<file path="src/rtl/shift_pkg.sv">
// rtl/shift_pkg.sv - shared rotate-direction encodings and requester id type
// Contents:
//   ROT_LEFT / ROT_RIGHT : direction encodings seen on the *_dir inputs
//   req_id_t             : one-bit requester index (requester 0 or 1)
package shift_pkg;

    localparam logic ROT_LEFT  = 1'b1;
    localparam logic ROT_RIGHT = 1'b0;

    typedef enum logic {
        REQ_ID_0 = 1'b0,
        REQ_ID_1 = 1'b1
    } req_id_t;

endpackage

</file>
<file path="src/rtl/rotator_core.sv">
// rtl/rotator_core.sv - purely combinational N-bit rotator
// Ports:
//   data   in  N          operand
//   amt    in  $clog2(N)  rotate amount, 0 passes data through
//   dir    in  1          ROT_LEFT rotates left, ROT_RIGHT rotates right
//   result out N          rotated operand
module rotator_core
    import shift_pkg::*;
#(
    parameter int N = 8
) (
    input  logic [N-1:0]         data,
    input  logic [$clog2(N)-1:0] amt,
    input  logic                 dir,
    output logic [N-1:0]         result
);

    localparam int AW = $clog2(N);

    logic [AW-1:0] w_idx;

    // Each output bit picks its source bit; because N is a power of two the
    // AW-bit index arithmetic wraps modulo N for free.
    always_comb begin
        result = '0;
        w_idx  = '0;
        for (int i = 0; i < N; i++) begin
            if (dir == ROT_LEFT) begin
                w_idx = AW'(i) - amt;
            end else begin
                w_idx = AW'(i) + amt;
            end
            result[i] = data[w_idx];
        end
    end

endmodule

</file>
<file path="src/rtl/shift_arbiter.sv">
// rtl/shift_arbiter.sv - two-requester round-robin front end for a shared rotator
// Ports:
//   clk, rst            clock, synchronous active-high reset
//   req_valid/req_ready per-requester handshake (bit i = requester i)
//   reqX_data/amt/dir   operand, rotate amount, direction of requester X
//   out_valid/out_ready registered result handshake
//   out_data, out_id    rotated result and owning requester
//   done_count          results consumed downstream, wraps at 2^CW
module shift_arbiter
    import shift_pkg::*;
#(
    parameter int N  = 8,
    parameter int CW = 16
) (
    input  logic                 clk,
    input  logic                 rst,
    input  logic [1:0]           req_valid,
    output logic [1:0]           req_ready,
    input  logic [N-1:0]         req0_data,
    input  logic [N-1:0]         req1_data,
    input  logic [$clog2(N)-1:0] req0_amt,
    input  logic [$clog2(N)-1:0] req1_amt,
    input  logic                 req0_dir,
    input  logic                 req1_dir,
    output logic                 out_valid,
    input  logic                 out_ready,
    output logic [N-1:0]         out_data,
    output logic                 out_id,
    output logic [CW-1:0]        done_count
);

    localparam int AW = $clog2(N);

    logic            r_out_valid;
    logic [N-1:0]    r_out_data;
    req_id_t         r_out_id;
    req_id_t         r_last_grant;
    logic [CW-1:0]   r_done_count;

    logic            w_slot_free;
    logic            w_any_valid;
    req_id_t         w_grant_id;
    logic [1:0]      w_req_ready;
    logic            w_xfer;
    logic [N-1:0]    w_rot_data;
    logic [AW-1:0]   w_rot_amt;
    logic            w_rot_dir;
    logic [N-1:0]    w_rot_result;

    // Grant decision uses only valids and the last accepted requester, so
    // req_ready never waits on operand fields.
    always_comb begin
        w_slot_free = !r_out_valid || out_ready;
        w_any_valid = |req_valid;
        if (req_valid == 2'b11) begin
            w_grant_id = req_id_t'(~r_last_grant);
        end else if (req_valid[1]) begin
            w_grant_id = REQ_ID_1;
        end else begin
            w_grant_id = REQ_ID_0;
        end

        w_req_ready = 2'b00;
        if (!rst && w_slot_free && w_any_valid) begin
            if (w_grant_id == REQ_ID_1) begin
                w_req_ready = 2'b10;
            end else begin
                w_req_ready = 2'b01;
            end
        end
        w_xfer = |(req_valid & w_req_ready);
    end

    // Operand mux in front of the single shared rotator.
    always_comb begin
        if (w_grant_id == REQ_ID_1) begin
            w_rot_data = req1_data;
            w_rot_amt  = req1_amt;
            w_rot_dir  = req1_dir;
        end else begin
            w_rot_data = req0_data;
            w_rot_amt  = req0_amt;
            w_rot_dir  = req0_dir;
        end
    end

    rotator_core #(
        .N (N)
    ) u_rotator (
        .data   (w_rot_data),
        .amt    (w_rot_amt),
        .dir    (w_rot_dir),
        .result (w_rot_result)
    );

    // Result register: a new grant may overwrite a result that is being
    // consumed in the same cycle, giving one result per clock.
    always_ff @(posedge clk) begin
        if (rst) begin
            r_out_valid  <= 1'b0;
            r_out_data   <= '0;
            r_out_id     <= REQ_ID_0;
            r_last_grant <= REQ_ID_1;
        end else if (w_xfer) begin
            r_out_valid  <= 1'b1;
            r_out_data   <= w_rot_result;
            r_out_id     <= w_grant_id;
            r_last_grant <= w_grant_id;
        end else if (out_ready) begin
            r_out_valid  <= 1'b0;
        end
    end

    always_ff @(posedge clk) begin
        if (rst) begin
            r_done_count <= '0;
        end else if (r_out_valid && out_ready) begin
            r_done_count <= r_done_count + 1'b1;
        end
    end

    assign req_ready  = w_req_ready;
    assign out_valid  = r_out_valid;
    assign out_data   = r_out_data;
    assign out_id     = r_out_id;
    assign done_count = r_done_count;

endmodule

</file>
<file path="config.mk">
export PLATFORM = sky130hd
export DESIGN_NAME = shift_arbiter
export DESIGN_NICKNAME = d
export VERILOG_FILES = /design/src/rtl/shift_pkg.sv /design/src/rtl/rotator_core.sv /design/src/rtl/shift_arbiter.sv
export SDC_FILE = /design/constraint.sdc
export NUM_CORES = 1
export LEC_CHECK = 0
export ABC_CLOCK_PERIOD_IN_PS = 2000
export CAP_MARGIN = 20
export CORE_UTILIZATION = 30
export CTS_CLUSTER_SIZE = 28
export DETAILED_ROUTE_END_ITERATION = 8
export SLEW_MARGIN = 20
export SYNTH_ARGS = -nofsm -noshare
export SYNTH_HDL_FRONTEND = slang
export SYNTH_SLANG_ARGS = --single-unit
</file>
<file path="constraint.sdc">
create_clock -name clk -period 2 [get_ports clk]
set_clock_uncertainty 0.1 [all_clocks]
set_input_delay 0.4 -clock clk [delete_from_list [all_inputs] [get_ports clk]]
set_output_delay 0.4 -clock clk [all_outputs]
set_load 0.005 [all_outputs]
</file>
After elaboration in Yosys (flattened, before gate mapping) --
Index checks and enable logic that the tools add are counted.
Word-level totals: output and inout port bits 28, bits in registers 27, word-level logic and storage cells 74, input bits 29
Cells by class: $lt $le $gt $ge 8, reduce and logical (&&, ||, !) cells 9, bitwise gates (word level) 2, multiplexer cells 33, $add $sub $neg 16, equal/unequal tests 1
Operator list (number):
- 3-bit by 4-bit less-than comparator with 1-bit output, second input constant | 8
- 3-bit 2-to-1 mux | 9
- 1-bit binary-select mux with 3-bit select | 8
- 16-bit by 1-bit adder with 16-bit output, second input constant | 1
- 1-bit 2-to-1 mux | 13
- 3-bit adder, first input constant | 4
- 3-bit subtractor, first input constant | 4
- 8-bit 2-to-1 mux | 1
- 2-bit by 3-bit adder with 3-bit output, first input constant | 2
- 1-bit by 3-bit subtractor with 3-bit output, first input constant | 2
- 2-bit by 3-bit subtractor with 3-bit output, first input constant | 2
- 2-bit 2-to-1 mux | 2
- 2-bit OR reduction | 2
- 1-bit by 3-bit adder with 3-bit output, first input constant | 1
- 1-bit logical AND | 3
- 2-bit AND | 1
- 2-bit equality test, second input constant | 1
- 1-bit zero test | 2
- 2-bit nonzero test | 1
- 1-bit logical OR | 1
- 1-bit NOT | 1

Longest topological paths before layout --
depth in word-level cells 8, gate-level depth with buffers 10, gate-level depth less buffers 9

Cells and area by module --
From an unflattened synthesis, not the netlist that was laid out.
Unflattened totals: cells, all modules 197, area, all modules 1746.7 µm²
Modules (own cells, without submodules):
- shift_arbiter | seq. area each 540.5 µm², times used 1, area an instance 1291.2 µm², cells each 147
- rotator_core | seq. area each 0.0 µm², times used 1, area an instance 455.4 µm², cells each 50

Least setup slack after synthesis --
OpenSTA, ideal clock, no wires.
path type in2reg, start input req_valid[1], end register r_out_data[4], in the netlist out_data[4], required time 1.817 ns, stages 9, buffers on the path 1, data arrival time 1.909 ns, path slack -0.092 ns, library setup time 0.083 ns, cells stage by stage a21bo_2 -> buf_2 -> nand2_1 -> nand2_1 -> ha_1 -> inv_1 -> a21o_1 -> mux2_1 -> o221ai_1
On the way: word-level cells in the longest chain between the ends 7, elaborated cells on any way between the ends 17, those cells by class add/sub (2); eq/ne (1); mux (10); bitwise (1); reduce/logical (3)
RTL lines:
- start, declared | line shift_arbiter.sv:17 | input logic [1:0] req_valid,
- 2-bit equality test / 1-bit 2-to-1 mux (equally long branches) | line shift_arbiter.sv:55, shift_arbiter.sv:57
- 1-bit 2-to-1 mux | line shift_arbiter.sv:55 | if (req_valid == 2'b11) begin
- 3-bit 2-to-1 mux | line shift_arbiter.sv:76 | if (w_grant_id == REQ_ID_1) begin
- 3-bit adder / 3-bit subtractor (equally long branches) | line rotator_core.sv:31, rotator_core.sv:29
- 3-bit 2-to-1 mux | line rotator_core.sv:28 | if (dir == ROT_LEFT) begin
- 1-bit binary-select mux with 3-bit select | line rotator_core.sv:33 | result[i] = data[w_idx];
- 1-bit 2-to-1 mux (not written as such) | line rotator_core.sv:33
- end signal, assigned | line shift_arbiter.sv:106 | r_out_data <= w_rot_result;
- end, declared | line shift_arbiter.sv:35 | logic [N-1:0] r_out_data;
Parallel ways exist; a longest one is shown, timed or not. The select of a mux whose other input is x is not followed. A chain may end at the register's enable or synchronous reset.

Final worst setup path --
start register r_last_grant, end register r_out_data[4], in the netlist out_data[4]
On the way: word-level cells in the longest chain between the ends 7, elaborated cells on any way between the ends 14, those cells by class add/sub (2); mux (9); bitwise (2); reduce/logical (1)
RTL lines:
- start, declared | line shift_arbiter.sv:37 | req_id_t r_last_grant;
- start signal, assigned | line shift_arbiter.sv:108 | r_last_grant <= w_grant_id;
- 1-bit NOT (*) | line shift_arbiter.sv:56 | w_grant_id = req_id_t'(~r_last_grant);
- 1-bit 2-to-1 mux (*) | line shift_arbiter.sv:55
- 3-bit 2-to-1 mux | line shift_arbiter.sv:76
- 3-bit adder / 3-bit subtractor (equally long branches) | line rotator_core.sv:31, rotator_core.sv:29
- 3-bit 2-to-1 mux | line rotator_core.sv:28
- 1-bit binary-select mux with 3-bit select | line rotator_core.sv:33
- 1-bit 2-to-1 mux (not written as such) | line rotator_core.sv:33
Mark *: on every way between the ends. The rest lies on a longest branch, timed or not. The select of a mux whose other input is x is not followed.

==> results.py <==
metrics = {
    "outcome": {
        "status": "finished with violations",
        "violations": "design-rule violations",
    },
    "synthesis": {
        "ys_types": 47,
        "synth_edf_count": 0,
        "netlist_instances": 245,
        "synthArstFlopShare": 0,
        "ys_ff_latch": 27,
        "syn_area_mm2": 0.00204,
        "synth_nets": 276,
        "ys.flop_type": "dfxtp_1",
        "yosysSeqAreaShare": 0.265,
        "avgSynthCellArea_um2": 8.33,
        "yosys_warnings": 0,
    },
    "power_and_ir_drop": {
        "finalPower_w": 0.00158,
        "vdd_drop_max_uv": 178,
        "p_leak_nw": 1.25,
        "power_density_mw_per_mm2": 489,
    },
    "cells_and_area": {
        "final_area_mm2": 0.00323,
        "area_growth_pct": 58.0,
        "drive_above_1_share": 0.318,
        "mostFrequentLayoutCell": "buf_4",
        "nFillCells": 630,
        "fin_cells": 414,
        "n_antenna_cell": 0,
        "nets": 369,
        "layout_common_cells": "46 x buf_4, 44 x clkdlybuf4s50_1, 25 x dfxtp_1",
    },
    "sta": {
        "rsz0062_at_grt": "no",
        "slew_headroom": 0.754,
        "fmax_ghz": 0.517,
        "setup_ws_ns": 0.0667,
        "tightest_slew_ns": 0.367,
        "post-route-period-util": 0.967,
        "hold_violations": 0,
        "setup_tns_ns": 0,
        "period_needed_ns": 1.93,
        "drv_slew": 0,
        "setup_viol": 0,
    },
    "cts": {
        "numCtsBuffers": 3,
        "cts_max_level": 1,
        "cts.path.max_buffers": 2,
        "tritoncts": "done",
        "cts-root-buf": "clkbuf_8",
        "cts.clk_slew.worst_paths_ns": 0.10,
        "clkLatencyLatePin_ns": 0.27,
        "cts_sinks": 27,
    },
    "global_route": {
        "grt_antenna_before_repair": 0,
        "grt_pass1_wl_mm": 9.29,
        "grt_max_degree": 28,
        "overflow": 0,
        "grtUsageTotal": 0.158,
        "grt_pass1_vias": 2057,
    },
    "detailed_routing": {
        "routed_wl_mm": 5.58,
        "ant_nets": 0,
        "detail_route.vias_per_cell": 5.04,
        "drtIter0Drc": 80,
        "routedWlPerCell_um": 13.5,
        "dr_total_vias": 2087,
        "dr.pass1.iters": 6,
        "post-route-drc-count": 5,
    },
    "flow_run": {
        "drv_cap": 0,
    },
    "critical_path": {
        "cp.required_ns": 2.10,
        "crit_arrival_ns": 2.04,
        "critPathKind": "reg2reg",
        "cp-start-kind": "register",
        "cp-end-kind": "register",
        "cp_max_fo": 5,
    },
    "placed_design": {
        "dp.cells": 406,
        "place_area_mm2": 0.00297,
        "place_ws_ns": -0.763,
        "portBuffers": 56,
        "gp_congestion": 0.879,
        "dpl.hpwl_mm": 4.32,
    },
    "floorplanning": {
        "core_area_mm2": 0.00646,
        "die_area_mm2": 0.00714,
        "die_h_um": 84.5,
        "die_w_um": 84.5,
        "num_rows": 29,
        "design.portCount": 57,
        "start_util": 0.316,
    },
    "hold_path": {
        "hold_class": "in2reg",
    },
}
==> state kept, by name (all words and copies together) (netlist names) <==
signal,flops
out_id,1
out_data,8
done_count,16
r_last_grant,1
out_valid,1
==> Yosys cell counts (2+ instances only) <==
master / instances / area [um2]
dfxtp_1: 27 / 541
mux2i_1: 21 / 210
nor2_1: 21 / 78.8
nand2_1: 16 / 60.1
a21oi_1: 11 / 55.1
clkbuf_1: 11 / 41.3
xnor2_1: 11 / 96.3
nor3_1: 10 / 50.1
o21ai_0: 9 / 45.0
inv_1: 8 / 30.0
nand3_1: 7 / 35.0
nand3b_1: 7 / 52.6
mux2_2: 6 / 67.6
o221ai_1: 6 / 52.6
or3_1: 6 / 37.5
xor2_1: 6 / 52.6
buf_2: 5 / 25.0
and3_1: 4 / 25.0
mux2_1: 4 / 45.0
o211ai_1: 4 / 30.0
a211oi_1: 3 / 22.5
and2_1: 3 / 18.8
mux2_4: 3 / 45.0
nor2b_1: 3 / 18.8
nor4_1: 3 / 18.8
o21ai_1: 3 / 15.0
a21bo_2: 2 / 20.0
ha_1: 2 / 25.0
mux4_2: 2 / 45.0
nand2b_1: 2 / 12.5
o21bai_1: 2 / 15.0
o31ai_1: 2 / 15.0
==> worst max-delay path, cell delays in order (launching register included) <==
cell,delay [ns]
dfxtp_2,0.38
a21bo_4,0.25
nand2_2,0.07
nand2_2,0.07
ha_4,0.29
inv_2,0.05
a21o_1,0.18
mux2_4,0.32
o221ai_2,0.17
==> metrics by stage <==
stage	utilization	hold WS (ns)
6_report	0.500	0.288
2_1_floorplan	-	0.367
5_1_grt	0.500	0.289
3_5_place_dp	0.460	0.365
4_1_cts	0.485	0.316
3_3_place_gp	0.460	0.368
==> cell families after synthesis <==
group | share of synthesized area
flops | 0.265
fa+ha+maj | 0.0123
mux | 0.202
xor+xnor | 0.0729
buf+inv | 0.0564
compound gates | 0.173
simple gates | 0.219
==> layout make-up <==
type	count	area, um2	share of cell area
Multi-Input combinational cell	192	1580	0.489
Timing Repair Buffer	106	931	0.288
Sequential cell	27	543	0.168
Tap cell	77	96.3	0.0299
Clock buffer	3	41.3	0.0128
Inverter	8	30.0	0.00931
Clock inverter	1	7.51	0.00233
==> path summary, 6_finish.rpt <==
| check | cells past startpoint | slack [ns] | end | startpoint |
|---|---|---|---|---|
| worst max register to register | 8 | 0.07 | out_data[4] | r_last_grant |
| worst min-delay path | 3 | 0.29 | out_valid | req_valid[1] |
| worst min register to register | 2 | 0.38 | out_data[7] | out_data[7] |
| worst max-delay path | 8 | 0.07 | out_data[4] | r_last_grant |
==> power breakdown <==
| part | total (W) | internal [W] | switching (W) |
|---|---|---|---|
| Sequential | 0.000599 | 0.000575 | 0.0000242 |
| Combinational | 0.000662 | 0.000376 | 0.000286 |
| Clock | 0.000317 | 0.000141 | 0.000175 |
| Total | 0.00158 | 0.00109 | 0.000485 |
==> metal layers <==
layer,GRT usage,routed length (um),up-vias,share of wire
met1,0.202,2630,965,0.47
li1,-,-,1073,-
met4,0.0277,0,0,0
met5,0,0,-,0
met3,0.0118,226,0,0.041
met2,0.293,2730,49,0.49
==> repair_timing <==
action	CTS	global route
resized for setup	46	21
setup buffers	3	1
hold buffers	0	0
endpoints found under the setup margin	10	9
pin swaps	8	10
(Power assumes the default switching activity.)
